<file path="src/rtl/phy_mgmt_pkg.sv">
// Shared types and constants for the PHY0 management sequencer.
package phy_mgmt_pkg;

    typedef enum logic [2:0] {
        S_WAIT      = 3'd0,
        S_INIT_RST  = 3'd1,
        S_INIT_POLL = 3'd2,
        S_INIT_CFG  = 3'd3,
        S_IDLE      = 3'd4,
        S_POLL      = 3'd5,
        S_HOST      = 3'd6
    } state_e;

    // Reset value GNT_HOST makes the first poll/host tie go to the poll.
    typedef enum logic {
        GNT_HOST = 1'b0,
        GNT_POLL = 1'b1
    } grant_e;

    localparam logic [1:0]  MDIO_OP_NONE   = 2'b00;
    localparam logic [1:0]  MDIO_OP_WRITE  = 2'b01;
    localparam logic [1:0]  MDIO_OP_READ   = 2'b10;

    localparam logic [4:0]  REG_BMCR       = 5'd0;
    localparam logic [4:0]  REG_BMSR       = 5'd1;

    localparam logic [15:0] BMCR_RESET     = 16'h8000;
    localparam int unsigned BMCR_RESET_BIT = 15;
    localparam int unsigned BMSR_LINK_BIT  = 2;

    // True for states that own an outstanding MDIO transaction.
    function automatic logic is_xact(input state_e s);
        return (s == S_INIT_RST) || (s == S_INIT_POLL) || (s == S_INIT_CFG) ||
               (s == S_POLL) || (s == S_HOST);
    endfunction

endpackage

</file>
<file path="src/rtl/phy_mgmt_ctrl_if.sv">
// MDIO engine and host register bus bundle.
// master: the sequencer (drives MDIO requests, answers host requests).
// slave : the environment (MDIO engine plus host).
interface phy_mgmt_ctrl_if;

    logic        mdio_en;
    logic [1:0]  mdio_op;
    logic [4:0]  mdio_phyad;
    logic [4:0]  mdio_regad;
    logic [15:0] mdio_wdata;
    logic        mdio_valid;
    logic [15:0] mdio_rdata;

    logic        host_req_valid;
    logic        host_req_ready;
    logic        host_req_write;
    logic [4:0]  host_req_regad;
    logic [15:0] host_req_wdata;
    logic        host_rsp_valid;
    logic [15:0] host_rsp_rdata;
    logic        host_rsp_err;

    modport master (
        output mdio_en, mdio_op, mdio_phyad, mdio_regad, mdio_wdata,
        input  mdio_valid, mdio_rdata,
        input  host_req_valid, host_req_write, host_req_regad, host_req_wdata,
        output host_req_ready, host_rsp_valid, host_rsp_rdata, host_rsp_err
    );

    modport slave (
        input  mdio_en, mdio_op, mdio_phyad, mdio_regad, mdio_wdata,
        output mdio_valid, mdio_rdata,
        output host_req_valid, host_req_write, host_req_regad, host_req_wdata,
        input  host_req_ready, host_rsp_valid, host_rsp_rdata, host_rsp_err
    );

endinterface

</file>
<file path="src/rtl/phy_mgmt_ctrl.sv">
// PHY0 management sequencer: power-up delay, BMCR soft reset and configure,
// periodic BMSR link poll, and arbitration of the MDIO engine between the
// link poll and host register requests.
// Ports: clk, rst_n (async active-low); bus (master side of phy_mgmt_ctrl_if:
// MDIO request/completion and host request/response); init_done, link_up,
// err_timeout status outputs.
module phy_mgmt_ctrl
    import phy_mgmt_pkg::*;
#(
    parameter logic [4:0]  PHYAD        = 5'd0,
    parameter int unsigned RESET_DELAY  = 250000,
    parameter int unsigned POLL_PERIOD  = 2500000,
    parameter int unsigned TIMEOUT      = 4096,
    parameter int unsigned RST_POLL_MAX = 16,
    parameter logic [15:0] INIT_BMCR    = 16'h1200
) (
    input  logic             clk,
    input  logic             rst_n,
    phy_mgmt_ctrl_if.master  bus,
    output logic             init_done,
    output logic             link_up,
    output logic             err_timeout
);

    localparam int unsigned CNT_MAX = (RESET_DELAY > POLL_PERIOD) ? RESET_DELAY : POLL_PERIOD;
    localparam int unsigned CNT_W   = $clog2(CNT_MAX + 1);
    localparam int unsigned TO_W    = $clog2(TIMEOUT + 1);
    localparam int unsigned RP_W    = $clog2(RST_POLL_MAX + 1);

    localparam logic [CNT_W-1:0] DELAY_LAST = CNT_W'(RESET_DELAY - 1);
    localparam logic [CNT_W-1:0] POLL_LAST  = CNT_W'(POLL_PERIOD - 1);
    localparam logic [TO_W-1:0]  TO_LAST    = TO_W'(TIMEOUT - 1);
    localparam logic [RP_W-1:0]  RP_LAST    = RP_W'(RST_POLL_MAX - 1);

    state_e           state_q,        state_d;
    logic [CNT_W-1:0] cnt_q,          cnt_d;
    logic [TO_W-1:0]  to_cnt_q,       to_cnt_d;
    logic [RP_W-1:0]  rp_cnt_q,       rp_cnt_d;
    logic             poll_pending_q, poll_pending_d;
    grant_e           last_grant_q,   last_grant_d;
    logic             mdio_en_q,      mdio_en_d;
    logic [1:0]       mdio_op_q,      mdio_op_d;
    logic [4:0]       mdio_phyad_q,   mdio_phyad_d;
    logic [4:0]       mdio_regad_q,   mdio_regad_d;
    logic [15:0]      mdio_wdata_q,   mdio_wdata_d;
    logic             rsp_valid_q,    rsp_valid_d;
    logic [15:0]      rsp_rdata_q,    rsp_rdata_d;
    logic             rsp_err_q,      rsp_err_d;
    logic             init_done_q,    init_done_d;
    logic             link_up_q,      link_up_d;
    logic             err_timeout_q,  err_timeout_d;

    logic             host_ready;
    logic             xact_to;
    logic             issue;
    state_e           iss_state;
    logic [1:0]       iss_op;
    logic [4:0]       iss_regad;
    logic [15:0]      iss_wdata;
    logic             init_fail;

    // A pending poll owed after a host grant blocks the host.
    assign host_ready = (state_q == S_IDLE) && !(poll_pending_q && (last_grant_q == GNT_HOST));
    // Completion wins over a timeout landing on the same cycle.
    assign xact_to    = !bus.mdio_valid && (to_cnt_q == TO_LAST);

    // Next-state and output logic.
    always_comb begin
        state_d        = state_q;
        cnt_d          = cnt_q;
        to_cnt_d       = to_cnt_q;
        rp_cnt_d       = rp_cnt_q;
        poll_pending_d = poll_pending_q;
        last_grant_d   = last_grant_q;
        mdio_en_d      = 1'b0;
        mdio_op_d      = mdio_op_q;
        mdio_phyad_d   = mdio_phyad_q;
        mdio_regad_d   = mdio_regad_q;
        mdio_wdata_d   = mdio_wdata_q;
        rsp_valid_d    = 1'b0;
        rsp_rdata_d    = rsp_rdata_q;
        rsp_err_d      = rsp_err_q;
        init_done_d    = init_done_q;
        link_up_d      = link_up_q;
        err_timeout_d  = err_timeout_q;
        issue          = 1'b0;
        iss_state      = state_q;
        iss_op         = MDIO_OP_NONE;
        iss_regad      = 5'd0;
        iss_wdata      = 16'h0000;
        init_fail      = 1'b0;

        if (is_xact(state_q)) begin
            to_cnt_d = to_cnt_q + TO_W'(1);
        end

        case (state_q)
            S_WAIT: begin
                if (cnt_q == DELAY_LAST) begin
                    cnt_d     = '0;
                    issue     = 1'b1;
                    iss_state = S_INIT_RST;
                    iss_op    = MDIO_OP_WRITE;
                    iss_regad = REG_BMCR;
                    iss_wdata = BMCR_RESET;
                end else begin
                    cnt_d = cnt_q + CNT_W'(1);
                end
            end
            S_INIT_RST: begin
                if (bus.mdio_valid) begin
                    rp_cnt_d  = '0;
                    issue     = 1'b1;
                    iss_state = S_INIT_POLL;
                    iss_op    = MDIO_OP_READ;
                    iss_regad = REG_BMCR;
                end else if (xact_to) begin
                    init_fail = 1'b1;
                end
            end
            S_INIT_POLL: begin
                if (bus.mdio_valid) begin
                    if (!bus.mdio_rdata[BMCR_RESET_BIT]) begin
                        issue     = 1'b1;
                        iss_state = S_INIT_CFG;
                        iss_op    = MDIO_OP_WRITE;
                        iss_regad = REG_BMCR;
                        iss_wdata = INIT_BMCR;
                    end else if (rp_cnt_q == RP_LAST) begin
                        init_fail = 1'b1;
                    end else begin
                        rp_cnt_d  = rp_cnt_q + RP_W'(1);
                        issue     = 1'b1;
                        iss_state = S_INIT_POLL;
                        iss_op    = MDIO_OP_READ;
                        iss_regad = REG_BMCR;
                    end
                end else if (xact_to) begin
                    init_fail = 1'b1;
                end
            end
            S_INIT_CFG: begin
                if (bus.mdio_valid) begin
                    init_done_d = 1'b1;
                    state_d     = S_IDLE;
                end else if (xact_to) begin
                    init_fail = 1'b1;
                end
            end
            S_IDLE: begin
                if (bus.host_req_valid && host_ready) begin
                    last_grant_d = GNT_HOST;
                    issue        = 1'b1;
                    iss_state    = S_HOST;
                    iss_op       = bus.host_req_write ? MDIO_OP_WRITE : MDIO_OP_READ;
                    iss_regad    = bus.host_req_regad;
                    iss_wdata    = bus.host_req_write ? bus.host_req_wdata : 16'h0000;
                end else if (poll_pending_q) begin
                    last_grant_d   = GNT_POLL;
                    poll_pending_d = 1'b0;
                    issue          = 1'b1;
                    iss_state      = S_POLL;
                    iss_op         = MDIO_OP_READ;
                    iss_regad      = REG_BMSR;
                end
            end
            S_POLL: begin
                if (bus.mdio_valid) begin
                    link_up_d = bus.mdio_rdata[BMSR_LINK_BIT];
                    state_d   = S_IDLE;
                end else if (xact_to) begin
                    link_up_d     = 1'b0;
                    err_timeout_d = 1'b1;
                    state_d       = S_IDLE;
                end
            end
            S_HOST: begin
                if (bus.mdio_valid) begin
                    rsp_valid_d = 1'b1;
                    rsp_rdata_d = (mdio_op_q == MDIO_OP_READ) ? bus.mdio_rdata : 16'h0000;
                    rsp_err_d   = 1'b0;
                    state_d     = S_IDLE;
                end else if (xact_to) begin
                    rsp_valid_d   = 1'b1;
                    rsp_rdata_d   = 16'h0000;
                    rsp_err_d     = 1'b1;
                    err_timeout_d = 1'b1;
                    state_d       = S_IDLE;
                end
            end
            default: state_d = S_WAIT;
        endcase

        // Any init failure restarts the soft reset with no delay.
        if (init_fail) begin
            err_timeout_d = 1'b1;
            rp_cnt_d      = '0;
            issue         = 1'b1;
            iss_state     = S_INIT_RST;
            iss_op        = MDIO_OP_WRITE;
            iss_regad     = REG_BMCR;
            iss_wdata     = BMCR_RESET;
        end

        if (issue) begin
            state_d      = iss_state;
            mdio_en_d    = 1'b1;
            mdio_op_d    = iss_op;
            mdio_phyad_d = PHYAD;
            mdio_regad_d = iss_regad;
            mdio_wdata_d = iss_wdata;
            to_cnt_d     = '0;
        end

        // Poll timer; a terminal count while already pending merges into it.
        if (init_done_q) begin
            if (cnt_q == POLL_LAST) begin
                cnt_d          = '0;
                poll_pending_d = 1'b1;
            end else begin
                cnt_d = cnt_q + CNT_W'(1);
            end
        end
    end

    // State and output registers.
    always_ff @(posedge clk or negedge rst_n) begin
        if (!rst_n) begin
            state_q        <= S_WAIT;
            cnt_q          <= '0;
            to_cnt_q       <= '0;
            rp_cnt_q       <= '0;
            poll_pending_q <= 1'b0;
            last_grant_q   <= GNT_HOST;
            mdio_en_q      <= 1'b0;
            mdio_op_q      <= MDIO_OP_NONE;
            mdio_phyad_q   <= 5'd0;
            mdio_regad_q   <= 5'd0;
            mdio_wdata_q   <= 16'h0000;
            rsp_valid_q    <= 1'b0;
            rsp_rdata_q    <= 16'h0000;
            rsp_err_q      <= 1'b0;
            init_done_q    <= 1'b0;
            link_up_q      <= 1'b0;
            err_timeout_q  <= 1'b0;
        end else begin
            state_q        <= state_d;
            cnt_q          <= cnt_d;
            to_cnt_q       <= to_cnt_d;
            rp_cnt_q       <= rp_cnt_d;
            poll_pending_q <= poll_pending_d;
            last_grant_q   <= last_grant_d;
            mdio_en_q      <= mdio_en_d;
            mdio_op_q      <= mdio_op_d;
            mdio_phyad_q   <= mdio_phyad_d;
            mdio_regad_q   <= mdio_regad_d;
            mdio_wdata_q   <= mdio_wdata_d;
            rsp_valid_q    <= rsp_valid_d;
            rsp_rdata_q    <= rsp_rdata_d;
            rsp_err_q      <= rsp_err_d;
            init_done_q    <= init_done_d;
            link_up_q      <= link_up_d;
            err_timeout_q  <= err_timeout_d;
        end
    end

    assign bus.mdio_en        = mdio_en_q;
    assign bus.mdio_op        = mdio_op_q;
    assign bus.mdio_phyad     = mdio_phyad_q;
    assign bus.mdio_regad     = mdio_regad_q;
    assign bus.mdio_wdata     = mdio_wdata_q;
    assign bus.host_req_ready = host_ready;
    assign bus.host_rsp_valid = rsp_valid_q;
    assign bus.host_rsp_rdata = rsp_rdata_q;
    assign bus.host_rsp_err   = rsp_err_q;
    assign init_done          = init_done_q;
    assign link_up            = link_up_q;
    assign err_timeout        = err_timeout_q;

endmodule

</file>
<file path="src/flat_wrapper.sv">
// flat-port wrapper written by rule: the top's interface ports become plain ports
module phy_mgmt_ctrl_flat import phy_mgmt_pkg::*;
#(
    parameter logic [4:0]  PHYAD        = 5'd0,
    parameter int unsigned RESET_DELAY  = 250000,
    parameter int unsigned POLL_PERIOD  = 2500000,
    parameter int unsigned TIMEOUT      = 4096,
    parameter int unsigned RST_POLL_MAX = 16,
    parameter logic [15:0] INIT_BMCR    = 16'h1200
)
  (clk, rst_n, init_done, link_up, err_timeout, bus_mdio_en, bus_mdio_op, bus_mdio_phyad, bus_mdio_regad, bus_mdio_wdata, bus_mdio_valid, bus_mdio_rdata, bus_host_req_valid, bus_host_req_write, bus_host_req_regad, bus_host_req_wdata, bus_host_req_ready, bus_host_rsp_valid, bus_host_rsp_rdata, bus_host_rsp_err);
  phy_mgmt_ctrl_if bus_i ();
  input  logic clk;
  input  logic rst_n;
  output logic init_done;
  output logic link_up;
  output logic err_timeout;
  output wire logic [$bits(bus_i.mdio_en)-1:0] bus_mdio_en;
  output wire logic [$bits(bus_i.mdio_op)-1:0] bus_mdio_op;
  output wire logic [$bits(bus_i.mdio_phyad)-1:0] bus_mdio_phyad;
  output wire logic [$bits(bus_i.mdio_regad)-1:0] bus_mdio_regad;
  output wire logic [$bits(bus_i.mdio_wdata)-1:0] bus_mdio_wdata;
  input wire logic [$bits(bus_i.mdio_valid)-1:0] bus_mdio_valid;
  input wire logic [$bits(bus_i.mdio_rdata)-1:0] bus_mdio_rdata;
  input wire logic [$bits(bus_i.host_req_valid)-1:0] bus_host_req_valid;
  input wire logic [$bits(bus_i.host_req_write)-1:0] bus_host_req_write;
  input wire logic [$bits(bus_i.host_req_regad)-1:0] bus_host_req_regad;
  input wire logic [$bits(bus_i.host_req_wdata)-1:0] bus_host_req_wdata;
  output wire logic [$bits(bus_i.host_req_ready)-1:0] bus_host_req_ready;
  output wire logic [$bits(bus_i.host_rsp_valid)-1:0] bus_host_rsp_valid;
  output wire logic [$bits(bus_i.host_rsp_rdata)-1:0] bus_host_rsp_rdata;
  output wire logic [$bits(bus_i.host_rsp_err)-1:0] bus_host_rsp_err;
  assign bus_mdio_en = bus_i.mdio_en;
  assign bus_mdio_op = bus_i.mdio_op;
  assign bus_mdio_phyad = bus_i.mdio_phyad;
  assign bus_mdio_regad = bus_i.mdio_regad;
  assign bus_mdio_wdata = bus_i.mdio_wdata;
  assign bus_i.mdio_valid = bus_mdio_valid;
  assign bus_i.mdio_rdata = bus_mdio_rdata;
  assign bus_i.host_req_valid = bus_host_req_valid;
  assign bus_i.host_req_write = bus_host_req_write;
  assign bus_i.host_req_regad = bus_host_req_regad;
  assign bus_i.host_req_wdata = bus_host_req_wdata;
  assign bus_host_req_ready = bus_i.host_req_ready;
  assign bus_host_rsp_valid = bus_i.host_rsp_valid;
  assign bus_host_rsp_rdata = bus_i.host_rsp_rdata;
  assign bus_host_rsp_err = bus_i.host_rsp_err;
  phy_mgmt_ctrl #(.PHYAD(PHYAD), .RESET_DELAY(RESET_DELAY), .POLL_PERIOD(POLL_PERIOD), .TIMEOUT(TIMEOUT), .RST_POLL_MAX(RST_POLL_MAX), .INIT_BMCR(INIT_BMCR)) u_core (.clk(clk), .rst_n(rst_n), .bus(bus_i), .init_done(init_done), .link_up(link_up), .err_timeout(err_timeout));
endmodule
</file>
<file path="config.mk">
export PLATFORM = sky130hd
export DESIGN_NAME = phy_mgmt_ctrl_flat
export DESIGN_NICKNAME = d
export VERILOG_FILES = /design/src/rtl/phy_mgmt_pkg.sv /design/src/rtl/phy_mgmt_ctrl_if.sv /design/src/rtl/phy_mgmt_ctrl.sv /design/src/flat_wrapper.sv
export SDC_FILE = /design/constraint.sdc
export NUM_CORES = 1
export LEC_CHECK = 0
export CAP_MARGIN = 20
export CELL_PAD_IN_SITES_DETAIL_PLACEMENT = 1
export CELL_PAD_IN_SITES_GLOBAL_PLACEMENT = 1
export CORE_UTILIZATION = 42
export DETAILED_ROUTE_END_ITERATION = 7
export PLACE_DENSITY = 0.83
export SLEW_MARGIN = 20
export SYNTH_ARGS = -nofsm -noshare
export SYNTH_HDL_FRONTEND = slang
export SYNTH_SLANG_ARGS = --single-unit
</file>
<file path="constraint.sdc">
create_clock -name clk -period 6.7 [get_ports clk]
set_input_delay 1.34 -clock clk [delete_from_list [all_inputs] [get_ports clk]]
set_output_delay 1.34 -clock clk [all_outputs]
set_load 0.02 [all_outputs]
</file>
======== Word-level counts from Yosys, hierarchy flattened ========
Index checks and enable logic that the tools add are counted.
word-level totals
  bits in registers ....................... 90
  bits in latches ......................... 0
  memory bits (writable) .................. 0
  ROM bits ................................ 0
  input port bits ......................... 42
  output and inout bits ................... 51
  word-level logic and storage cells ...... 154
  memories kept ........................... 0
cells by class
  add/sub/neg operators ................... 3
  multiply operators ...................... 0
  divide/modulo/power cells ............... 0
  magnitude comparators ................... 0
  equality and inequality tests ........... 25
  shifts and indexed selects .............. 0
  multiplexer cells ....................... 81
  bitwise operators ....................... 1
  reductions and logical operators ........ 28
operator list
  cell                                                                     number
  16-bit two-way mux                                                       8
  22-bit two-way mux                                                       4
  16-bit one-hot mux with 3 select lines                                   1
  5-bit two-way mux                                                        8
  13-bit two-way mux                                                       3
  3-bit two-way mux                                                        12
  1-bit two-way mux                                                        31
  22-bit by 1-bit adder with 22-bit output, second input constant          1
  22-bit by 18-bit equality test with 1-bit output, second input constant  1
  22-bit equality test, second input constant                              1
  2-bit two-way mux                                                        8
  3-bit by 2-bit inequality test with 1-bit output, second input constant  5
  13-bit by 1-bit adder with 13-bit output, second input constant          1
  13-bit by 12-bit equality test with 1-bit output, second input constant  1
  4-bit inequality test, second input constant                             3
  3-bit one-hot mux with 4 select lines                                    1
  2-bit nonzero test                                                       6
  5-bit one-hot mux with 2 select lines                                    1
  3-bit equality test, second input constant                               3
  3-bit one-hot mux with 3 select lines                                    1
  9-bit AND reduction                                                      1
  2-bit one-hot mux with 4 select lines                                    1
  2-bit AND reduction                                                      4
  3-bit by 2-bit equality test with 1-bit output, second input constant    2
  21 further kinds                                                         30

======== Logic depth before layout (Yosys ltp) ========
Gate-level depths: netlist of the first run.
  word-level depth ........................ 10
  mapped depth ............................ 10
  depth with buffers taken out ............ 9

======== Worst setup path before layout of the first run ========
OpenSTA, ideal clock, no wires.
  kind .................................... in2reg
  start point ............................. input bus_mdio_valid
  end point ............................... register u_core.to_cnt_q[3]
  setup time .............................. 0.072 ns
  arrival time ............................ 2.719 ns
  required time ........................... 6.628 ns
  path slack .............................. 3.909 ns
  stages .................................. 9
  path buffers ............................ 3
  cell sequence ........................... buf_2 nor2b_1 nand2_1 a2bb2o_4 buf_4 nor3b_4 inv_2 buf_4 nor2_1
between the ends
  word-level cells in the longest chain between the ends .. 7
  elaborated cells between the ends (all ways) .. 12
  those cells by class .................... mux: 9; reduce/logical: 3
RTL lines
  item                                                             line                                                              text
  start: declaration                                               flat_wrapper.sv:23                                                input wire logic [$bits(bus_i.mdio_valid)-1:0] bus_mdio_valid;
  1-bit logical NOT                                                phy_mgmt_ctrl.sv:65                                               assign xact_to = !bus.mdio_valid && (to_cnt_q == TO_LAST);
  1-bit logical AND                                                phy_mgmt_ctrl.sv:65
  1-bit two-way mux                                                phy_mgmt_ctrl.sv:117, phy_mgmt_ctrl.sv:138, phy_mgmt_ctrl.sv:146
  1-bit two-way mux (on tied branches)                             phy_mgmt_ctrl.sv:143, phy_mgmt_ctrl.sv:122
  1-bit one-hot mux with 2 select lines                            phy_mgmt_ctrl.sv:97                                               case (state_q)
  1-bit two-way mux (*)                                            phy_mgmt_ctrl.sv:195                                              if (init_fail) begin
  net u_core.issue                                                 phy_mgmt_ctrl.sv:55                                               logic issue;
  13-bit two-way mux / 2-bit nonzero test (equally long branches)  -
  end signal: assignment                                           phy_mgmt_ctrl.sv:249                                              to_cnt_q <= to_cnt_d;
  end: declaration                                                 phy_mgmt_ctrl.sv:37                                               logic [TO_W-1:0] to_cnt_q, to_cnt_d;
The timed path passes the listed nets; every way through them passes the cells marked *.
A chain may end at the register's enable or synchronous reset.

======== Final worst setup path of the first run ========
  start point ............................. input bus_mdio_valid
  end point ............................... register u_core.to_cnt_q[1]
between the ends
  word-level cells in the longest chain between the ends .. 7
  elaborated cells between the ends (all ways) .. 12
  those cells by class .................... mux: 9; reduce/logical: 3
RTL lines
  item                                                             line
  1-bit logical NOT                                                phy_mgmt_ctrl.sv:65
  1-bit logical AND                                                phy_mgmt_ctrl.sv:65
  1-bit two-way mux                                                phy_mgmt_ctrl.sv:117, phy_mgmt_ctrl.sv:138, phy_mgmt_ctrl.sv:146
  1-bit two-way mux (on tied branches)                             phy_mgmt_ctrl.sv:143, phy_mgmt_ctrl.sv:122
  1-bit one-hot mux with 2 select lines                            phy_mgmt_ctrl.sv:97
  1-bit two-way mux (*)                                            phy_mgmt_ctrl.sv:195
  13-bit two-way mux / 2-bit nonzero test (equally long branches)  -
Mark *: on every way between the ends. The rest lies on a longest branch, timed or not.

==> impl_results.rst, run 1 <==
.. list-table::
   :header-rows: 1

   * - Metric
     - Value
   * - Setup-violating endpoint count in the final report
     - 0
   * - EDFF count, synth
     - 0
   * - Count of cells resized by post-cts repair
     - 0
   * - Relative area change from synthesis to final layout
     - 26.4%
   * - Number of cells in the design after placement
     - approximately 620
   * - Reported leakage power
     - about 2.3 nW
   * - Die Span Y
     - roughly 100 um
   * - Library cell contributing the largest single delay on the critical path
     - sky130_fd_sc_hd__nor3b_4
   * - Type of the worst setup path
     - in2reg
   * - Setup TNS
     - 0 ns
   * - Number of standard cells in the final layout excluding fillers
     - around 630
   * - Area of placed instances
     - between 5000 and 6000 um2
   * - Max-slew violation total from the final report
     - 0
   * - Seq. cell area
     - around 2300 um2
   * - Crit path buf inv count
     - 2
   * - Hold Path Cell Cnt
     - 1
   * - Run status
     - completed
   * - CTS root buffer
     - sky130_fd_sc_hd__clkbuf_8
   * - Number of cells produced by synthesis
     - between 400 and 500
   * - CP Max Fanout
     - 23
   * - Overall overflow remaining after global route
     - 0
   * - Count of state elements after synthesis
     - 90
   * - Num rows
     - 36
   * - Yosys top cell area share
     - 0.526
   * - Area of the multi-input gates
     - approximately 1800 um2
   * - RSZ-0062 raised after global routing
     - no
   * - Peak clock frequency supported by timing
     - roughly 0.27 GHz
   * - Max-cap violations
     - 0
   * - NumNets Final
     - between 500 and 600
   * - # fillers
     - approximately 1.1k
   * - Clock-pin slew on the worst setup and hold paths
     - roughly 0.09 ns
   * - Final period utilization
     - 0.555
   * - DRC marker count from the first detailed-route iteration
     - approximately 110
   * - Avg Vias per Cell
     - 5.40
   * - Remaining max-slew budget at the tightest pin
     - 0.323
   * - Worst slack at placement
     - 2.69 ns
   * - Worst Skew
     - between 0.01 and 0.015 ns
   * - Buffer depth of the longest clock path
     - 2
   * - CTS buffer count
     - 9
   * - Fraction of layout instances using a drive strength above 1
     - 0.0643
   * - Routability congestion estimate from global placement
     - 0.883
   * - Ant diodes
     - 0
   * - Post-synthesis cell type with the largest combined area
     - sky130_fd_sc_hd__dfrtp_1
   * - Number of synthesis warnings
     - 0
   * - Ranking of synthesized cells by area
     - sky130_fd_sc_hd__dfrtp_1 (53%), sky130_fd_sc_hd__xor2_1 (4.5%), sky130_fd_sc_hd__nand3_1 (3.9%)
   * - Die area
     - ~11000 um2
   * - Clock Sinks
     - 90
   * - Post-CTS Setup Inserts
     - 0
   * - Post-route DRC
     - 0
   * - Number of buffer cells added on primary ports
     - 87
   * - Critical Path End Type
     - register
   * - Post-layout util
     - 0.551
   * - Final WL
     - approximately 12000 um
   * - CTS tree
     - yes
   * - Minimum clock period
     - between 3 and 4 ns
   * - Critical path data arrival time
     - roughly 4.0 ns
   * - Hold violation count in the final report
     - 0
   * - Cell Pwr Density
     - 379 nW/um2
   * - Series of cell instances along the critical path
     - clkdlybuf4s50_1 -> nor2b_1 -> nand2_1 -> a2bb2o_4 -> nor3b_4 -> inv_2 -> a21oi_1
   * - Largest net degree at the start of global routing
     - 50
   * - Antenna violations before repair
     - 0
   * - Wire length of the first global-routing pass
     - about 19000 um
   * - Latest clock arrival within the worst-skew pair
     - ~0.36 ns
   * - Prevailing post-synth register cell
     - sky130_fd_sc_hd__dfrtp_1
   * - Post-route design area
     - around 5400 um2
   * - Detailed-route wire length per cell
     - 18.3 um
   * - DRT antenna net count
     - 0
   * - Die Width
     - approximately 100 um
   * - Delay contributed by the slowest stage of the critical path
     - around 0.85 ns
   * - Worst-case reg-to-reg path depth
     - 9
   * - Global Route Usage Sum
     - 0.232
   * - CP Launch Type
     - primary input
   * - Slew at the pin closest to its max-slew limit
     - about 1.0 ns
   * - Detailed-route via count
     - 3406
   * - Fraction of the yosys area taken by sequential cells
     - 0.526
   * - Required @ worst endpoint
     - 6.98 ns
   * - Distinct cells, synth
     - 60
   * - Initial core utilization
     - 0.436
   * - Max H-tree Level
     - 3
   * - Synth Cell Area
     - 4280 um2
   * - Worst VDD drop
     - approximately 0.13 mV
   * - Mean post-synth cell area
     - 10.3 um2
   * - Post-synth ARST share
     - 1.00
   * - Number of top-level pins
     - 93
   * - HPWL after detailed placement
     - roughly 8300 um
   * - Worst path top cell family by delay
     - simple AND/OR/NAND/NOR gates
   * - Number of global-route vias before repair
     - around 3.6k
   * - Iteration count of the initial detailed-routing pass
     - 4
   * - Worst hold path type
     - reg2reg
   * - Placeable core area
     - between 9000 and 10000 um2
   * - CP Depth
     - 7
   * - Least setup slack across all paths after layout
     - between 2 and 3 ns
   * - Hold_buf cts
     - 0
synth_stat cells (3+ instances only):
cell and instances:
sky130_fd_sc_hd__a21oi_1 11, sky130_fd_sc_hd__a221o_1 4, sky130_fd_sc_hd__a22o_1 17, sky130_fd_sc_hd__a31oi_1 3, sky130_fd_sc_hd__and3_1 8, sky130_fd_sc_hd__and4_1 6
sky130_fd_sc_hd__buf_2 7, sky130_fd_sc_hd__buf_4 7, sky130_fd_sc_hd__buf_6 3, sky130_fd_sc_hd__clkbuf_1 10, sky130_fd_sc_hd__dfrtp_1 90, sky130_fd_sc_hd__ha_1 4
sky130_fd_sc_hd__inv_1 20, sky130_fd_sc_hd__nand2_1 26, sky130_fd_sc_hd__nand2b_1 4, sky130_fd_sc_hd__nand3_1 33, sky130_fd_sc_hd__nand4_1 7, sky130_fd_sc_hd__nand4b_1 4
sky130_fd_sc_hd__nor2_1 40, sky130_fd_sc_hd__nor2b_1 5, sky130_fd_sc_hd__nor3_1 5, sky130_fd_sc_hd__o21ai_0 29, sky130_fd_sc_hd__xnor2_1 9, sky130_fd_sc_hd__xor2_1 22
placed cells by master, fill, tap and decap left out, types with 6 or more instances in the layout:
cell	instances
sky130_fd_sc_hd__clkdlybuf4s50_1	86
sky130_fd_sc_hd__nand2_1	26
sky130_fd_sc_hd__and4_1	6
sky130_fd_sc_hd__dfrtp_1	90
sky130_fd_sc_hd__xor2_1	22
sky130_fd_sc_hd__o21ai_0	29
sky130_fd_sc_hd__nand3_1	33
sky130_fd_sc_hd__and3_1	8
sky130_fd_sc_hd__a21oi_1	11
sky130_fd_sc_hd__clkbuf_8	10
sky130_fd_sc_hd__nor2_1	40
sky130_fd_sc_hd__a22o_1	17
sky130_fd_sc_hd__inv_1	20
sky130_fd_sc_hd__nand4_1	7
sky130_fd_sc_hd__xnor2_1	9
cell families (layout without fill, tap and decap cells):
kind of cell,Yosys count,in the layout,share of synthesized area
flops,90,90,0.526
compound gates,86,86,0.140
other cells,1,5,0.000876
buf+inv,48,126,0.0555
mux,2,2,0.00497
fa+ha+maj,4,4,0.0117
simple gates,154,154,0.198
xor+xnor,31,31,0.0634
state kept, by name, indices dropped and copies added (netlist names), 2 cells and up:
signal / cells
u_core.cnt_q: 22
u_core.bus.mdio_regad: 5
u_core.bus.mdio_wdata: 16
u_core.to_cnt_q: 13
u_core.state_q: 3
u_core.bus.host_rsp_rdata: 16
u_core.rp_cnt_q: 5
u_core.bus.mdio_op: 2
stage by stage:
step / total power, mW / hold slack (ns)
finish: 2.05 / 0.502
global route: 2.17 / 0.523
CTS: 2.07 / 0.498
detailed placement: 1.64 / 0.484
global placement: 1.60 / 0.474
floorplan: 1.28 / 0.440
power by group:
| group | internal [mW] | switching, mW |
|---|---|---|
| registers | 0.694 | 0.145 |
| clock network | 0.221 | 0.196 |
| logic | 0.362 | 0.432 |
| total | 1.28 | 0.774 |
worst paths after layout:
kind	from	end	slack [ns]
setup / recovery	bus_mdio_valid	u_core.to_cnt_q[1]	2.98
hold / removal	u_core.rp_cnt_q[3]	u_core.rp_cnt_q[3]	0.50
setup reg to reg	u_core.rp_cnt_q[0]	u_core.to_cnt_q[1]	3.75
hold reg to reg	u_core.rp_cnt_q[3]	u_core.rp_cnt_q[3]	0.50
max in group asynchronous	rst_n	u_core.bus.mdio_regad[4]	4.73
min in group asynchronous	rst_n	u_core.bus.mdio_en	0.95
worst register-to-register path: cells and delay by family (launching register included):
kind / cells / cell delay, ns
and+or+nand+nor: 3 / 1.13
AOI/OAI and AO/OA: 3 / 0.58
adders and majority gates: 2 / 0.44
DFF: 1 / 0.43
buffers and inverters: 1 / 0.30
metal layers:
| metal | vias to the layer above | GRT usage | share of wire |
|---|---|---|---|
| met1 | 1730 | 0.280 | 0.41 |
| met5 | - | 0 | 0 |
| met3 | 19 | 0.0366 | 0.029 |
| met2 | 54 | 0.409 | 0.53 |
| met4 | 0 | 0.105 | 0.023 |
| li1 | 1603 | - | - |
layout make-up:
type / count / share of cell area
Clock buffer: 10 / 0.0254
Clock inverter: 6 / 0.0164
Inverter: 21 / 0.0146
Multi-Input combinational cell: 282 / 0.334
Sequential cell: 90 / 0.416
Tap cell: 133 / 0.0307
Timing Repair Buffer: 89 / 0.163
(Power assumes the default switching activity.)
==> run 2: changes to the inputs <==
- CORE_UTILIZATION: 42 -> 35
- PLACE_DENSITY: 0.83 -> 0.74
- clock period: 6.7 -> 3.16 ns (I/O delays scaled with it)
==> impl_results.rst, run 2 (synthesis results as in run 1) <==
.. list-table::
   :header-rows: 1

   * - Metric
     - Value
   * - Critical path data arrival time
     - 2.02 ns
   * - Most common cell after layout, fill and taps aside
     - sky130_fd_sc_hd__dfrtp_1
   * - Worst VDD drop
     - 0.281 mV
   * - CP Max Fanout
     - 11
   * - Number of top-level pins
     - between 90 and 100
   * - Number of buffer cells added on primary ports
     - 87
   * - DRC marker count from the first detailed-route iteration
     - 140
   * - RSZ-0062 raised after global routing
     - no
   * - Series of cell instances along the critical path
     - nor2_4 -> nand2_1 -> a21oi_1 -> clkdlybuf4s50_1
   * - Antenna violations before repair
     - 0
   * - Setup-violating endpoint count in the final report
     - 0
   * - Avg Vias per Cell
     - 5.23
   * - Worst Skew
     - ~0.010 ns
   * - Max H-tree Level
     - 3
   * - Max-cap violations
     - 0
   * - Number of standard cells in the final layout excluding fillers
     - 648
   * - Clock-pin slew on the worst setup and hold paths
     - roughly 0.07 ns
   * - Number of cells in the design after placement
     - 632
   * - Setup TNS
     - 0 ns
   * - Type of the worst setup path
     - reg2out
   * - Number of global-route vias before repair
     - approximately 3.5k
   * - Critical Path End Type
     - output pin
   * - Latest clock arrival within the worst-skew pair
     - between 0.3 and 0.4 ns
   * - CP Launch Type
     - register
   * - Worst path top cell family by delay
     - buffers and inverters
   * - Post-route DRC
     - 0
   * - Critical register-to-register path startpoint
     - u_core.rp_cnt_q[0]
   * - CTS root buffer
     - sky130_fd_sc_hd__clkbuf_16
   * - Relative area change from synthesis to final layout
     - 29.6%
   * - Final period utilization
     - 0.839
   * - Placeable core area
     - around 12000 um2
   * - Top reg by flops
     - u_core.cnt_q
   * - Minimum clock period
     - 2.65 ns
   * - Peak clock frequency supported by timing
     - 0.377 GHz
   * - Largest net degree at the start of global routing
     - 52
   * - Num rows
     - 40
   * - Die Span Y
     - around 110 um
   * - Wire length of the first global-routing pass
     - ~18000 um
   * - Routability congestion estimate from global placement
     - 0.804
   * - Die area
     - approximately 13000 um2
   * - Final WL
     - between 10000 and 15000 um
   * - Required @ worst endpoint
     - between 2 and 3 ns
   * - Clock Sinks
     - 90
   * - Fraction of layout instances using a drive strength above 1
     - 0.0699
   * - Number of flip-flops under the largest register name
     - 22
   * - Source of the critical timing path
     - u_core.state_q[0]
   * - Iteration count of the initial detailed-routing pass
     - 4
   * - HPWL after detailed placement
     - between 7000 and 8000 um
   * - Initial core utilization
     - 0.358
   * - Remaining max-slew budget at the tightest pin
     - 0.497
   * - Library cell contributing the largest single delay on the critical path
     - sky130_fd_sc_hd__clkdlybuf4s50_1
   * - Worst-case reg-to-reg path depth
     - 9
   * - Run status
     - completed
   * - Detailed-route wire length per cell
     - about 17 um
   * - Highest-count cells in the layout ignoring fill and taps
     - sky130_fd_sc_hd__dfrtp_1 (90), sky130_fd_sc_hd__clkdlybuf4s50_1 (86), sky130_fd_sc_hd__nor2_1 (40)
   * - Slew at the pin closest to its max-slew limit
     - approximately 0.75 ns
   * - Buffer depth of the longest clock path
     - 2
   * - CTS tree
     - yes
   * - Hold violation count in the final report
     - 0
   * - Post-CTS Setup Inserts
     - 0
   * - Detailed-route via count
     - between 3k and 4k
   * - Crit path buf inv count
     - 1
   * - Reported leakage power
     - 2.39 nW
   * - Count of cells resized by post-cts repair
     - 0
   * - DRT antenna net count
     - 0
   * - Ant diodes
     - 0
   * - Cell Pwr Density
     - about 820 nW/um2
   * - Overall overflow remaining after global route
     - 0
   * - Delay contributed by the slowest stage of the critical path
     - around 0.64 ns
   * - Hold_buf cts
     - 0
   * - NumNets Final
     - 542
   * - Max-slew violation total from the final report
     - 0
   * - Worst hold path type
     - in2async
   * - CP Depth
     - 4
   * - Die Width
     - 113 um
   * - Global Route Usage Sum
     - 0.183
   * - CTS buffer count
     - 9
run 2: metrics by stage:
stage	power (mW)	util	hold WS [ns]	setup WS [ns]	area [um2]
after global placement	3.41	0.438	0.465	0.490	5240
after CTS	4.60	0.464	0.280	0.478	5550
after detailed placement	3.47	0.438	0.470	0.383	5240
final	4.54	0.464	0.265	0.510	5550
after floorplan	2.71	-	0.336	1.01	4300
after global routing	4.80	0.464	0.301	0.334	5550
run 2: final timing paths:
path	slack (ns)	to
worst max-delay path	0.51	bus_host_req_ready
worst min-delay path	0.26	u_core.bus.host_rsp_rdata[6]
worst max register to register	0.55	u_core.bus.mdio_regad[3]
worst min register to register	0.48	u_core.err_timeout
max in group asynchronous	2.23	u_core.cnt_q[8]
min in group clk	0.48	u_core.err_timeout
run 2: routing by layer:
metal | up-vias | wire, um | global-route usage
met4 | 0 | 142 | 0.0516
li1 | 1611 | - | -
met3 | 9 | 372 | 0.0448
met5 | - | 0 | 0
met1 | 1715 | 4720 | 0.222
met2 | 53 | 5590 | 0.322
run 2: report_power, final:
group / leakage (nW) / switching, mW / total [mW] / internal (mW)
Combinational: 1.04 / 0.879 / 1.66 / 0.780
Clock: 0.146 / 0.460 / 1.10 / 0.642
Sequential: 1.20 / 0.309 / 1.78 / 1.47
run 2: layout make-up:
class / count / area, um2
fillers: 1332 / 6410
multi-input cells: 282 / 1810
flip-flops and latches: 90 / 2250
well taps: 147 / 184
clock buffers: 10 / 239
clock inverters: 6 / 71.3
repair buffers: 92 / 918
inverters: 21 / 78.8
